**config.mk**
```make
export PLATFORM = sky130hd
export DESIGN_NAME = verificador_colisao
export DESIGN_NICKNAME = d
export VERILOG_FILES = /design/src/rtl/verificador_colisao.sv
export SDC_FILE = /design/constraint.sdc
export NUM_CORES = 1
export LEC_CHECK = 0
export ABC_AREA = 1
export BUFFER_PORTS_ARGS = -buffer_cell sky130_fd_sc_hd__buf_2
export CORE_MARGIN = 2
export CORE_UTILIZATION = 45
export DETAILED_ROUTE_END_ITERATION = 8
export MAX_ROUTING_LAYER = met4
export PLACE_DENSITY_LB_ADDON = 0.1
export SLEW_MARGIN = 20
export SYNTH_ARGS = -nofsm -noshare
export SYNTH_HDL_FRONTEND = slang
export SYNTH_SLANG_ARGS = --single-unit
```
**constraint.sdc**
```tcl
create_clock -name clk -period 2.8 [get_ports clk]
set_clock_uncertainty 0.2 [all_clocks]
set_input_delay 0.56 -clock clk [delete_from_list [all_inputs] [get_ports clk]]
set_output_delay 0.56 -clock clk [all_outputs]
set_load 0.05 [all_outputs]
```
**src/rtl/verificador_colisao.sv**
```systemverilog
// Collision checker for a two-player grid game: per-player occupancy bitmaps,
// shot evaluation with a one-shot done pulse, and remaining-cell counters.
module verificador_colisao #(
  parameter int unsigned GRID_N    = 8,
  parameter int unsigned MAX_PECAS = 8
) (
  input  logic       clk,
  input  logic       reset,
  input  logic       limpa,
  input  logic       wr_en,
  input  logic       wr_player,
  input  logic [3:0] wr_x,
  input  logic [3:0] wr_y,
  input  logic       ready,
  input  logic       alvo,
  input  logic [3:0] coord_tiroX,
  input  logic [3:0] coord_tiroY,
  output logic       acertou_tiro,
  output logic       done,
  output logic       busy,
  output logic [3:0] qtd_P1,
  output logic [3:0] qtd_P2
);

  typedef enum logic [1:0] {IDLE, CHECK, RESULT, WAIT_LOW} state_t;

  localparam int unsigned CELLS    = GRID_N * GRID_N;
  localparam int unsigned IDX_W    = (CELLS > 1) ? $clog2(CELLS) : 1;
  localparam logic [4:0]  GRID_LIM = 5'(GRID_N);
  localparam logic [3:0]  MAX_LIM  = 4'(MAX_PECAS);

  state_t                state_q, state_d;
  logic [1:0][CELLS-1:0] mapa_q, mapa_d;
  logic [1:0][3:0]       qtd_q, qtd_d;
  logic                  ready_q, ready_d;
  logic                  alvo_q, alvo_d;
  logic [3:0]            tiro_x_q, tiro_x_d;
  logic [3:0]            tiro_y_q, tiro_y_d;
  logic                  acertou_q, acertou_d;
  logic                  done_q, done_d;
  logic                  busy_q, busy_d;

  logic                  start_c;
  logic                  tiro_ok_c;
  logic                  hit_c;
  logic                  wr_ok_c;
  logic [IDX_W-1:0]      tiro_idx_c;
  logic [IDX_W-1:0]      wr_idx_c;

  function automatic logic in_grid(input logic [3:0] c);
    return {1'b0, c} < GRID_LIM;
  endfunction

  function automatic logic [IDX_W-1:0] cell_idx(input logic [3:0] x, input logic [3:0] y);
    return IDX_W'(32'(y) * GRID_N + 32'(x));
  endfunction

  // Next-state, bitmap and counter logic; limpa overrides everything below it.
  always_comb begin
    state_d   = state_q;
    mapa_d    = mapa_q;
    qtd_d     = qtd_q;
    ready_d   = ready;
    alvo_d    = alvo_q;
    tiro_x_d  = tiro_x_q;
    tiro_y_d  = tiro_y_q;
    acertou_d = acertou_q;
    done_d    = 1'b0;

    start_c    = (state_q == IDLE) && ready && !ready_q;
    tiro_idx_c = cell_idx(tiro_x_q, tiro_y_q);
    tiro_ok_c  = in_grid(tiro_x_q) && in_grid(tiro_y_q);
    hit_c      = tiro_ok_c && mapa_q[alvo_q][tiro_idx_c];
    wr_idx_c   = cell_idx(wr_x, wr_y);
    wr_ok_c    = wr_en && !start_c
                 && ((state_q == IDLE) || (state_q == WAIT_LOW))
                 && in_grid(wr_x) && in_grid(wr_y)
                 && !mapa_q[wr_player][wr_idx_c]
                 && (qtd_q[wr_player] < MAX_LIM);

    case (state_q)
      IDLE: begin
        if (start_c) begin
          alvo_d   = alvo;
          tiro_x_d = coord_tiroX;
          tiro_y_d = coord_tiroY;
          state_d  = CHECK;
        end
      end
      CHECK: begin
        if (hit_c) begin
          mapa_d[alvo_q][tiro_idx_c] = 1'b0;
          if (qtd_q[alvo_q] != 4'd0) qtd_d[alvo_q] = qtd_q[alvo_q] - 4'd1;
        end
        acertou_d = hit_c;
        done_d    = 1'b1;
        state_d   = RESULT;
      end
      RESULT:   state_d = WAIT_LOW;
      WAIT_LOW: if (!ready) state_d = IDLE;
    endcase

    if (wr_ok_c) begin
      mapa_d[wr_player][wr_idx_c] = 1'b1;
      qtd_d[wr_player]            = qtd_q[wr_player] + 4'd1;
    end

    if (limpa) begin
      state_d   = IDLE;
      mapa_d    = '0;
      qtd_d     = '0;
      acertou_d = 1'b0;
      done_d    = 1'b0;
    end

    busy_d = (state_d == CHECK) || (state_d == RESULT);
  end

  always_ff @(posedge clk) begin
    if (!reset) begin
      state_q   <= IDLE;
      mapa_q    <= '0;
      qtd_q     <= '0;
      ready_q   <= 1'b0;
      alvo_q    <= 1'b0;
      tiro_x_q  <= '0;
      tiro_y_q  <= '0;
      acertou_q <= 1'b0;
      done_q    <= 1'b0;
      busy_q    <= 1'b0;
    end else begin
      state_q   <= state_d;
      mapa_q    <= mapa_d;
      qtd_q     <= qtd_d;
      ready_q   <= ready_d;
      alvo_q    <= alvo_d;
      tiro_x_q  <= tiro_x_d;
      tiro_y_q  <= tiro_y_d;
      acertou_q <= acertou_d;
      done_q    <= done_d;
      busy_q    <= busy_d;
    end
  end

  assign acertou_tiro = acertou_q;
  assign done         = done_q;
  assign busy         = busy_q;
  assign qtd_P1       = qtd_q[0];
  assign qtd_P2       = qtd_q[1];

endmodule

```
==> reports/metrics.yaml <==
die_y_um: 153
finalWirelength_um: 38500
synthSimpleGateAreaFrac_pct: 35.6
syn_area_per_cell_sq_um: 6.35
num_antenna_cells: 0
synthMuxAreaShare_pct: 0.199
p_int_mw: 3.90
drt_iter0_drc: 1344
synth_area_sq_um: 10000
finalHoldViolations: 0
leakagePower_nw: 4.57
path_clk_slew_ps: 70
critPathMaxStageDelay_ps: 400
worstPathMaxFanout: 28
synth_top_family_by_area: "simple AND/OR/NAND/NOR gates"
areaGrowthSynthToFinish_pct: 20.8
cts_max_level: 4
grt_pass1_vias: 10500
synth-seq-cells: 151
grt_remaining_overflow: 0
p_seq_share_pct: 37.2
ant_nets: 0
period_needed_ps: 2700
powerDensity_nw_per_um2: 485
dieArea_sq_um: 23500
path_delay_family: "simple AND/OR/NAND/NOR gates"
port_buffers: 33
cp.required_ps: 2910
clock-sinks: 151
grt_use_total_pct: 32.6
ioPinCount: 34
power.switching_mw: 1.98
start_kind: "flop"
crit_type: "reg2reg"
synth_edf_count: 0
hp-class: "in2reg"
cts_tree: "built"
grt_pass1_wl_um: 59800
worst-path-buf-inv: 4
setup_violations: 0
cp_common_cell: "nor2_1"
synth_compound_area_share_pct: 21.5
min_period_over_period_pct: 96.5
drv_cap: 0
cts_root_buf: "clkbuf_16"
ys.flop_type: "dfxtp_1"
synth.most_common_cell: "nand2_1"
antenna_found_initial: 0
instances_no_fill: 1939
seqCellArea_sq_um: 3030
cts_buffers: 17
end_kind: "flop"
nFillCells: 2173
worst_pin_slew_ps: 589
cts_max_path_buffers: 2
synth-xor-area-share_pct: 0.436
nNetsFinal: 1680
crit_chain: "inv_4, buf_12, nor2_1, o21ai_0, nand2_1, nand3_1, nor2_1, nor2_2, nor2_1, buf_4, nand2_2, nand2_4, buf_12, o21ai_0, a21oi_1"
drive_gt1_share_pct: 16.3
synth.distinct_cells: 39
routedWlPerCell_um: 19.9
dpl.hpwl_um: 25300
synthArstFlopShare_pct: 0
rrSetupSlack_ps: 100
synth_fp_nets: 1614
dieWidth_um: 153
yosys-top-cells-count: "298 x nand2_1, 242 x nand3_1, 203 x o21ai_0, 156 x a21oi_1, 151 x dfxtp_1"
worst_ir_drop_vdd_mv: 0.274
core_area_sq_um: 21900
num_rows: 54
vias: 11600
dp_cells: 1894
finalPower_mw: 5.88
fmax_mhz: 370
synthAdderAreaFrac_pct: 1.37
multi_input_area_sq_um: 6000
clk_latency_ps: 440
slew_headroom_pct: 60.7
final_area_sq_um: 12100
clkPwrFrac_pct: 40.5
cpMaxStageDelayCell: "dfxtp_4"
cp.arrival_ps: 2820
synth_area_leaders: "dfxtp_1 30%, nand3_1 12%, nand2_1 11%, o21ai_0 10%, a21oi_1 7.8%"
netlist_instances: 1580
dr.pass1.iters: 6
p_comb_share_pct: 22.3
outcome: "completed"
synth_top_area_share_pct: 30.1
synth_top_cell_by_area: "dfxtp_1"
grt_max_degree: 56
slew_viol_final: 0
swShare_pct: 33.6
drc_errors: 0
synth.yosys.seq_area_share_pct: 30.1
placed_area_sq_um: 11300
initial_core_util_pct: 45.9
routabilityCongestion: 0.970
yosys_warnings: 0
fin_util_pct: 55.4
via_per_inst: 5.98
## worst reg2reg max path: cells and delay by family (launching register included)
family	cells	cell delay, ps
flops	1	400
buf+inv	4	680
simple gates	8	710
compound gates	3	580
## path summary, 6_finish.rpt
check / to / start / depth (start not counted)
worst max-delay path: mapa_q[75] / alvo_q / 15
worst max register to register: mapa_q[75] / alvo_q / 15
worst min-delay path: ready_q / ready / 3
worst min register to register: acertou_tiro / acertou_tiro / 2
## cells by family (layout without fill, tap and decap cells)
| logic type | after synthesis | count (layout) |
|---|---|---|
| adders and majority gates | 11 | 11 |
| muxes | 2 | 2 |
| buffers and inverters | 241 | 318 |
| DFF | 151 | 151 |
| xor gates and xnor gates | 5 | 5 |
| AOI/OAI and AO/OA | 418 | 418 |
| and+or+nand+nor | 752 | 754 |
## layout by cell type, fill, tap and decap left out, types with 19 or more instances in the layout
cell       instances
nand2_1          297
nand3_1          239
o21ai_0          203
a21oi_1          156
dfxtp_1          148
buf_4            120
nor2_1            94
inv_1             87
nand4_1           77
buf_2             32
o21ai_1           29
buf_12            29
clkbuf_16         19
## state kept, by name (all words and copies together), names as in the netlist
signal,flops
mapa_q,128
qtd_P1,4
qtd_P2,4
tiro_x_q,4
tiro_y_q,4
state_q,2
acertou_tiro,1
alvo_q,1
busy,1
done,1
ready_q,1
## metal layers
| metal | track usage, % | wire length (um) | up-vias |
|---|---|---|---|
| met2 | 49.1 | 17600 | 583 |
| met4 | 11.9 | 1200 | 0 |
| met5 | - | 0 | - |
| met3 | 4.56 | 3030 | 73 |
| met1 | 44.7 | 16700 | 5378 |
| li1 | - | - | 5563 |
## timing repair
item	in CTS	in global routing
endpoints found under the setup margin	0	132
hold buffers	0	0
gates resized for setup	0	18
setup buffers	0	9
## area by class of cell
class,instances,share of cell area [%]
flip-flops and latches,151,25.0
multi-input cells,1190,49.5
well taps,280,2.89
inverters,97,3.08
repair buffers,189,14.8
clock buffers,19,3.57
clock inverters,13,1.22
## power by group through the flow
stage          combinational (mW)  clock (mW)  sequential, mW
3_5_place_dp                 1.22           0            2.23
3_3_place_gp                 1.22           0            2.23
6_report                     1.31        2.38            2.18
5_1_grt                      1.39        2.49            2.19
4_1_cts                      1.22        2.38            2.18
2_1_floorplan               0.688           0            2.23
## metrics by stage
stage	hold slack, ps	setup WS [ps]	TNS (ps)
floorplan	254	8.23	0
finish	150	96.6	0
CTS	149	54.5	0
global route	178	-24.4	-190
detailed placement	260	-254	-25010
global placement	256	-242	-24170
(Power assumes the default switching activity.)
